==> src/rtl/pueo_prog_beamformer.sv <==
// Run-time programmable delay-and-sum beamformer: per-beam channel delays, power
// per clock, threshold trigger with holdoff, and shadowed configuration with settle.
module pueo_prog_beamformer #(
    parameter int NUM_BEAMS   = 2,
    parameter int NCHAN       = 4,
    parameter int NSAMP       = 8,
    parameter int SAMPLE_BITS = 5,
    parameter int DELAY_DEPTH = 4,
    parameter int HOLDOFF     = 16,
    localparam int BW = (NUM_BEAMS > 1) ? $clog2(NUM_BEAMS) : 1,
    localparam int IW = $clog2(NCHAN + 1),
    localparam int SW = SAMPLE_BITS + $clog2(NCHAN),
    localparam int PW = 2*SW + $clog2(NSAMP)
) (
    input  logic                                aclk,
    input  logic                                aresetn,
    input  logic [NCHAN*NSAMP*SAMPLE_BITS-1:0]  dat_i,
    input  logic [NUM_BEAMS-1:0]                beam_mask_i,
    input  logic                                cfg_wr_i,
    input  logic [BW-1:0]                       cfg_beam_i,
    input  logic [IW-1:0]                       cfg_idx_i,
    input  logic [31:0]                         cfg_data_i,
    input  logic                                cfg_update_i,
    output logic                                settling_o,
    output logic [NUM_BEAMS-1:0]                trig_o,
    output logic [NUM_BEAMS*PW-1:0]             power_o
);
    localparam int DW  = (DELAY_DEPTH > 1) ? $clog2(DELAY_DEPTH) : 1;
    localparam int CIW = (NCHAN > 1) ? $clog2(NCHAN) : 1;
    localparam int HW  = (HOLDOFF > 0) ? $clog2(HOLDOFF + 1) : 1;
    localparam int CW  = $clog2(DELAY_DEPTH + 5);
    localparam int QW  = 2*SW;

    typedef enum logic {IDLE, SETTLE} state_t;

    logic [NCHAN-1:0][NSAMP-1:0][SAMPLE_BITS-1:0]                   din;
    logic [DELAY_DEPTH-1:0][NCHAN-1:0][NSAMP-1:0][SAMPLE_BITS-1:0]  dly;
    logic [NUM_BEAMS-1:0][NCHAN-1:0][NSAMP-1:0][SAMPLE_BITS-1:0]    tap;
    logic [NUM_BEAMS-1:0][NSAMP-1:0][SW-1:0]                        sum_d, sum_q;
    logic [NUM_BEAMS-1:0][PW-1:0]                                   pow_d, power_q;
    logic [NUM_BEAMS-1:0][NCHAN-1:0][DW-1:0]                        dly_sh, dly_sh_d, dly_act;
    logic [NUM_BEAMS-1:0][PW-1:0]                                   thr_sh, thr_sh_d, thr_act;
    logic [NUM_BEAMS-1:0][HW-1:0]                                   hold;
    logic [NUM_BEAMS-1:0]                                           fire, trig_q;
    logic [31:0]                                                    beam_ext, idx_ext;
    logic [DW-1:0]                                                  dly_clamp;
    state_t                                                         state, state_d;
    logic [CW-1:0]                                                  scnt, scnt_d;

    assign din      = dat_i;
    assign beam_ext = 32'(cfg_beam_i);
    assign idx_ext  = 32'(cfg_idx_i);
    assign dly_clamp = (cfg_data_i > 32'(DELAY_DEPTH - 1)) ? DW'(DELAY_DEPTH - 1)
                                                          : cfg_data_i[DW-1:0];

    // Shadow next-value is also what a same-cycle commit copies to the active set.
    always_comb begin
        dly_sh_d = dly_sh;
        thr_sh_d = thr_sh;
        if (cfg_wr_i && beam_ext < NUM_BEAMS) begin
            if (idx_ext < NCHAN)
                dly_sh_d[cfg_beam_i][cfg_idx_i[CIW-1:0]] = dly_clamp;
            else if (idx_ext == NCHAN)
                thr_sh_d[cfg_beam_i] = cfg_data_i[PW-1:0];
        end
    end

    always_ff @(posedge aclk or negedge aresetn) begin
        if (!aresetn) begin
            dly_sh  <= '0;
            thr_sh  <= '1;
            dly_act <= '0;
            thr_act <= '1;
        end else begin
            dly_sh <= dly_sh_d;
            thr_sh <= thr_sh_d;
            if (cfg_update_i) begin
                dly_act <= dly_sh_d;
                thr_act <= thr_sh_d;
            end
        end
    end

    always_comb begin
        state_d = state;
        scnt_d  = scnt;
        if (cfg_update_i) begin
            state_d = SETTLE;
            scnt_d  = CW'(DELAY_DEPTH + 4);
        end else if (state == SETTLE) begin
            if (scnt <= CW'(1)) begin
                state_d = IDLE;
                scnt_d  = '0;
            end else begin
                scnt_d = scnt - CW'(1);
            end
        end
    end

    always_ff @(posedge aclk or negedge aresetn) begin
        if (!aresetn) begin
            state <= IDLE;
            scnt  <= '0;
        end else begin
            state <= state_d;
            scnt  <= scnt_d;
        end
    end

    always_comb begin : p_sum
        logic signed [SW-1:0] acc;
        acc   = '0;
        sum_d = '0;
        for (int b = 0; b < NUM_BEAMS; b++) begin
            for (int s = 0; s < NSAMP; s++) begin
                acc = '0;
                for (int c = 0; c < NCHAN; c++)
                    acc = acc + SW'($signed(tap[b][c][s]));
                sum_d[b][s] = acc;
            end
        end
    end

    // Squares are non-negative and fit QW bits, so the product is taken unsigned.
    always_comb begin : p_pow
        logic signed [QW-1:0] se;
        logic [PW-1:0]        acc;
        se    = '0;
        acc   = '0;
        pow_d = '0;
        for (int b = 0; b < NUM_BEAMS; b++) begin
            acc = '0;
            for (int s = 0; s < NSAMP; s++) begin
                se  = QW'($signed(sum_q[b][s]));
                acc = acc + PW'($unsigned(se * se));
            end
            pow_d[b] = acc;
        end
    end

    always_ff @(posedge aclk or negedge aresetn) begin
        if (!aresetn) begin
            dly     <= '0;
            tap     <= '0;
            sum_q   <= '0;
            power_q <= '0;
        end else begin
            dly[0] <= din;
            for (int k = 1; k < DELAY_DEPTH; k++)
                dly[k] <= dly[k-1];
            for (int b = 0; b < NUM_BEAMS; b++)
                for (int c = 0; c < NCHAN; c++)
                    tap[b][c] <= dly[dly_act[b][c]][c];
            sum_q   <= sum_d;
            power_q <= pow_d;
        end
    end

    always_comb begin
        fire = '0;
        for (int b = 0; b < NUM_BEAMS; b++)
            fire[b] = (power_q[b] > thr_act[b]) && !beam_mask_i[b] &&
                      (hold[b] == '0) && (state == IDLE);
    end

    always_ff @(posedge aclk or negedge aresetn) begin
        if (!aresetn) begin
            trig_q <= '0;
            hold   <= '0;
        end else begin
            trig_q <= fire;
            for (int b = 0; b < NUM_BEAMS; b++) begin
                if (fire[b])
                    hold[b] <= HW'(HOLDOFF);
                else if (hold[b] != '0)
                    hold[b] <= hold[b] - HW'(1);
            end
        end
    end

    assign trig_o     = trig_q;
    assign power_o    = power_q;
    assign settling_o = (state == SETTLE);

endmodule

==> config.mk <==
export PLATFORM = sky130hd
export DESIGN_NAME = pueo_prog_beamformer
export DESIGN_NICKNAME = d
export VERILOG_FILES = /design/src/rtl/pueo_prog_beamformer.sv
export SDC_FILE = /design/constraint.sdc
export NUM_CORES = 2
export LEC_CHECK = 0
export CORE_UTILIZATION = 45
export DETAILED_ROUTE_END_ITERATION = 10
export PLACE_DENSITY = 0.58
export SLEW_MARGIN = 15
export SYNTH_ARGS = -nofsm -noshare
export SYNTH_HDL_FRONTEND = slang
export SYNTH_SLANG_ARGS = --single-unit
==> constraint.sdc <==
create_clock -name aclk -period 14.4 [get_ports aclk]
set_input_delay 2.16 -clock aclk [delete_from_list [all_inputs] [get_ports aclk]]
set_output_delay 2.16 -clock aclk [all_outputs]
set_load 0.02 [all_outputs]
After elaboration in Yosys (flattened, before gate mapping)
Index checks and enable logic that the tools add are counted.
- output and inout bits: 37
- logic and storage cells: 394
- register bits after elaboration: 1223
- input port bits: 202
- reduce and logical (&&, ||, !) cells: 18
- multiplexer cells: 40
- $mul: 16
- $lt $le $gt $ge: 18
- bitwise gates (word level): 1
- add/sub/neg operators: 65
- eq/ne operators: 1
- operators with widths (operator ; number):
    $bmux W160 S2 ; 8
    $mux W160 ; 2
    $mux W120 ; 2
    $mul A7 B7 Y14 ; 16
    $mux W80 ; 2
    $add A17 B14 Y17 ; 8
    $add A6 B5 Y7 ; 16
    $add A7 B5 Y7 ; 16
    $mux W34 ; 3
    $add A5 B5 Y6 ; 16
    $mux W40 ; 2
    $add A16 B14 Y17 ; 2
    $bwmux W34 ; 1
    $gt A17 B17 Y1 ; 2
    $add A15 B14 Y16 ; 2
    $gt A32 B2 Y1 const B ; 1
    $mux W16 ; 2
    $add A14 B14 Y15 ; 2
    $lt A2 B3 Y1 const B ; 9
    $mux W5 ; 4
    $demux W17 S1 ; 1
    $mux W17 ; 1
    $bwmux W16 ; 1
    $mux W4 ; 3
    other kinds (19) ; 37

Longest topological paths before layout
- depth in word-level cells: 9
- depth in mapped cells: 31
- gate-level depth less buffers: 30

Worst setup path before layout
Ideal clock, no wire load.
- kind: reg2reg
- from: reg sum_q[20] (netlist name)
- to: reg power_q, in the netlist power_o[15]
- library setup time: 80 ps
- path slack: 6998 ps
- period minus slack after synthesis: 7402 ps
- arrival: 7322 ps
- required time: 14320 ps
- stages on the path, launching flop included: 27
- path buffers: 1
- cells stage by stage: dfrtp_1 -> clkbuf_1 -> nand2_1 -> fa_1 -> inv_1 -> fa_1 -> fa_1 -> inv_1 -> fa_1 -> inv_1 -> ha_1 -> a2111o_1 -> a31o_2 -> a21oi_1 -> xnor2_1 -> fa_1 -> fa_1 -> fa_1 -> inv_1 -> fa_1 -> inv_1 -> ha_1 -> or3_1 -> o22a_1 -> a21o_1 -> a21oi_1 -> xnor2_1
- RTL lines (what ; line ; text):
    start: declaration ; 39 ; logic [NUM_BEAMS-1:0][NSAMP-1:0][SW-1:0] sum_d, sum_q;
    start signal: assignment ; 154 ; sum_q <= sum_d;
    end signal: assignment ; 155 ; power_q <= pow_d;
    end: declaration ; 40 ; logic [NUM_BEAMS-1:0][PW-1:0] pow_d, power_q;

==> out/qor.txt <==
YOSYS
--------------------------------------------------------------------------------------
Area fraction of the dominant cell type after synthesis .................        36.7%
Fraction of synthesis flops using an asynchronous set or reset pin ......         100%
Synth Net Count .........................................................         7748
Biggest area consumer among synthesized cells ........................... sky130_fd_sc_hd__dfrtp_1
Main area contributors after synthesis .................................. sky130_fd_sc_hd__dfrtp_1 37%, sky130_fd_sc_hd__fa_1 22%, sky130_fd_sc_hd__ha_1 9.2%
Syn Area/Cell ...........................................................   12.9 sq um
Count of state elements after synthesis .................................         1223
Cell Area, Synth ........................................................  78800 sq um
Ys flop type ............................................................ sky130_fd_sc_hd__dfrtp_1
Register area share after synthesis .....................................        39.0%
Yosys warning total .....................................................            0
Syn Inst Count ..........................................................         6112
Count of flip-flops with a built-in enable after synthesis ..............            0
Number of distinct standard cells referenced by the synthesized netlist .           60

ROUTE
--------------------------------------------------------------------------------------
Detailed Route Iter0 Violations .........................................         2404
Via count ...............................................................        44300
Routed wire length per instance .........................................      19.7 um
Vias per cell ...........................................................         5.02
Post-detailed-routing wire length .......................................    174000 um
DRC .....................................................................            0
ANT nets after route ....................................................            0
Length of the first detailed-routing pass in iterations .................            5

WORST SETUP PATH
--------------------------------------------------------------------------------------
Crit start category .....................................................         flop
Nature of the critical path endpoint ....................................         flop
Type of the worst setup path ............................................   reg -> reg
Required time of the worst setup path ...................................     15120 ps
CP Data Arrival Time ....................................................      8600 ps
Worst-path fanout max ...................................................           13

CTS
--------------------------------------------------------------------------------------
CTS tree ................................................................          yes
Hold buffers post-CTS ...................................................            0
Total clock buffers created by CTS ......................................          135
Clk Latency, worst-skew pair ............................................       810 ps
TritonCTS Sinks .........................................................         1223
Clock slew at reported path FFs .........................................        60 ps
# H-tree levels .........................................................            4
Library cell used as clock root buffer .................................. sky130_fd_sc_hd__clkbuf_16
Number of gates resized after CTS .......................................            0
Maximum buffer depth of the clock tree ..................................            3
Post-CTS setup buffer count .............................................            0

STA
--------------------------------------------------------------------------------------
Slew at the pin closest to its max-slew limit ...........................      1120 ps
Final period demand of the worst path ...................................      7880 ps
Max-slew violation count ................................................            0
Fin. Hold Viols .........................................................            0
Worst rel slew slack ....................................................        25.5%
Maximum operating frequency .............................................    0.127 GHz
Number of setup violations in the final report ..........................            0
Worst setup skew after layout ...........................................      50.2 ps
Setup total negative slack ..............................................         0 ps
Period utilisation layout ...............................................        54.7%
Setup repair after global routing missed its margin .....................        false
Final worst slack .......................................................      6520 ps

LAYOUT
--------------------------------------------------------------------------------------
Post-layout nets ........................................................         8025
Util after Layout .......................................................        50.9%
Number of standard cells in the final layout excluding fillers ..........         8822
Layout fillers ..........................................................        15100
Signed area change from the synthesized netlist to the final layout .....        12.4%
Proportion of layout cells with a drive suffix above 1 ..................        11.7%

PLACEMENT
--------------------------------------------------------------------------------------
Quantity of I/O buffers inserted on ports ...............................          238
Setup slack at placement ................................................      6500 ps
Half-perimeter wire length after detailed placement .....................    135000 um
Final weighted congestion in routability-driven placement ...............        0.894
Cell count after placement ..............................................         8577

GLOBAL ROUTING
--------------------------------------------------------------------------------------
Vias in the first global route ..........................................        48600
First-pass GRT wire length ..............................................    277000 um
Total routing usage reported by global routing ..........................        20.8%
Maximum number of pins on one net before global-route repair ............          205
Sum of overflow across all layers after global routing ..................            0
Number of antenna violations at the first check in global routing .......           10

RUN
--------------------------------------------------------------------------------------
Max Cap Viol ............................................................            0

FLOORPLAN
--------------------------------------------------------------------------------------
Site Rows ...............................................................          153
DIE WIDTH ...............................................................       420 um
Area of the core ........................................................ 174000 sq um
Die height ..............................................................       420 um
Initial core utilization ................................................        45.3%
Number of top-level pins ................................................          239
Die ar. ................................................................. 177000 sq um

WORST HOLD PATH
--------------------------------------------------------------------------------------
Worst Hold Class ........................................................   reg -> reg

STATUS
--------------------------------------------------------------------------------------
Run status .............................................................. finished, final reports clean

==> worst paths after layout <==
path / slack, ps / depth (start not counted) / from / endpoint
max: 6520 / 25 / sum_q[20]$_DFF_PN0_ / power_o[15]$_DFF_PN0_
min: 370 / 0 / dly[389]$_DFF_PN0_ / dly[549]$_DFF_PN0_
max reg2reg: 6520 / 25 / sum_q[20]$_DFF_PN0_ / power_o[15]$_DFF_PN0_
min reg2reg: 370 / 0 / dly[389]$_DFF_PN0_ / dly[549]$_DFF_PN0_
max in group asynchronous: 9830 / 4 / aresetn / dly[160]$_DFF_PN0_
min in group asynchronous: 1430 / 1 / aresetn / sum_q[42]$_DFF_PN0_
==> critical path, stage by stage, from the launching register on <==
cell and delay [ps]:
sky130_fd_sc_hd__dfrtp_1 590, sky130_fd_sc_hd__nand2_1 230, sky130_fd_sc_hd__fa_1 710, sky130_fd_sc_hd__inv_1 110
sky130_fd_sc_hd__fa_1 450, sky130_fd_sc_hd__fa_1 490, sky130_fd_sc_hd__inv_1 50, sky130_fd_sc_hd__fa_1 470
sky130_fd_sc_hd__inv_1 40, sky130_fd_sc_hd__ha_1 220, sky130_fd_sc_hd__a2111o_1 420, sky130_fd_sc_hd__a31o_2 240
sky130_fd_sc_hd__a21oi_1 170, sky130_fd_sc_hd__xnor2_1 150, sky130_fd_sc_hd__fa_1 670, sky130_fd_sc_hd__fa_1 460
sky130_fd_sc_hd__fa_1 490, sky130_fd_sc_hd__inv_1 50, sky130_fd_sc_hd__fa_1 470, sky130_fd_sc_hd__inv_1 50
sky130_fd_sc_hd__ha_1 200, sky130_fd_sc_hd__or3_1 370, sky130_fd_sc_hd__o22a_1 230, sky130_fd_sc_hd__a21o_1 180
sky130_fd_sc_hd__a21oi_1 160, sky130_fd_sc_hd__xnor2_1 130
==> cell families after synthesis <==
logic type	Yosys count	synth area share (%)
flops	1223	39.0
xor+xnor	370	4.11
mux	390	10.2
compound gates	466	3.81
fa+ha+maj	1434	30.9
buf+inv	1409	6.75
simple gates	820	5.22
==> registers in the layout (all words and copies together), names as in the netlist <==
register / cells
dly: 640
tap: 320
sum_q: 105
power_o: 34
thr_act: 34
thr_sh: 34
dly_act: 16
dly_sh: 16
hold: 10
p_pow.se: 7
scnt: 4
trig_o: 2
settling_o: 1
==> final cells by class <==
class	instances	area, sq um	share of cell area [%]
inverters	1284	4820	5.44
diodes	2	5.00	0.00565
well taps	2325	2910	3.29
repair buffers	265	2660	3.01
clock buffers	195	3910	4.41
flip-flops and latches	1223	30700	34.7
multi-input cells	3480	42800	48.3
clock inverters	48	747	0.844
==> metrics by stage <==
stage          area (sq um)  hold WS [ps]
2_1_floorplan         78800           364
4_1_cts               88500           370
5_1_grt               88500           386
3_5_place_dp          83900           373
3_3_place_gp          83900           367
6_report              88600           367
==> cells in the final DEF (no fill, tap or decap), types with 22 or more instances in the layout <==
cell,synthesis,layout
sky130_fd_sc_hd__clkbuf_1,50,31
sky130_fd_sc_hd__or3_1,22,22
sky130_fd_sc_hd__xor2_1,82,82
sky130_fd_sc_hd__xnor2_1,288,288
sky130_fd_sc_hd__mux2_2,50,50
sky130_fd_sc_hd__nor2b_1,55,55
sky130_fd_sc_hd__o21bai_1,37,37
sky130_fd_sc_hd__clkdlybuf4s50_1,0,236
sky130_fd_sc_hd__buf_4,0,23
sky130_fd_sc_hd__dfstp_2,68,68
sky130_fd_sc_hd__clkbuf_8,0,28
sky130_fd_sc_hd__nand2b_1,58,58
sky130_fd_sc_hd__o21ai_0,79,79
sky130_fd_sc_hd__inv_1,1284,1284
sky130_fd_sc_hd__nand3_1,34,34
sky130_fd_sc_hd__a21oi_1,166,166
sky130_fd_sc_hd__and2_1,134,134
sky130_fd_sc_hd__ha_1,579,579
sky130_fd_sc_hd__mux4_2,320,320
sky130_fd_sc_hd__fa_1,855,855
sky130_fd_sc_hd__nand2_1,282,282
sky130_fd_sc_hd__nor2_1,116,115
sky130_fd_sc_hd__nor3_1,30,30
sky130_fd_sc_hd__dfrtp_1,1155,1139
sky130_fd_sc_hd__and3_1,29,29
sky130_fd_sc_hd__a21o_1,73,73
sky130_fd_sc_hd__clkbuf_16,0,136
==> routing by layer <==
metal | vias to the layer above | GRT usage, % | wire length, um
li1 | 20100 | - | -
met1 | 23300 | 29.8 | 80600
met2 | 680 | 33.4 | 83300
met3 | 210 | 2.85 | 6160
met4 | 2 | 5.45 | 3950
met5 | - | 0 | 11
==> cells in the mapped netlist (all sizes together) (55+ instances only) <==
cell    count
a21o       73
nor2      116
fa        855
and2      134
nand2     282
mux2       68
o21ai      79
dfrtp    1155
a21oi     166
xor2       82
ha        579
nand2b     60
inv      1284
xnor2     288
buf        75
nor2b      55
dfstp      68
mux4      320
Power is not shown: default switching activity piles up to over one toggle a cycle in this logic, so the estimate is an artifact.
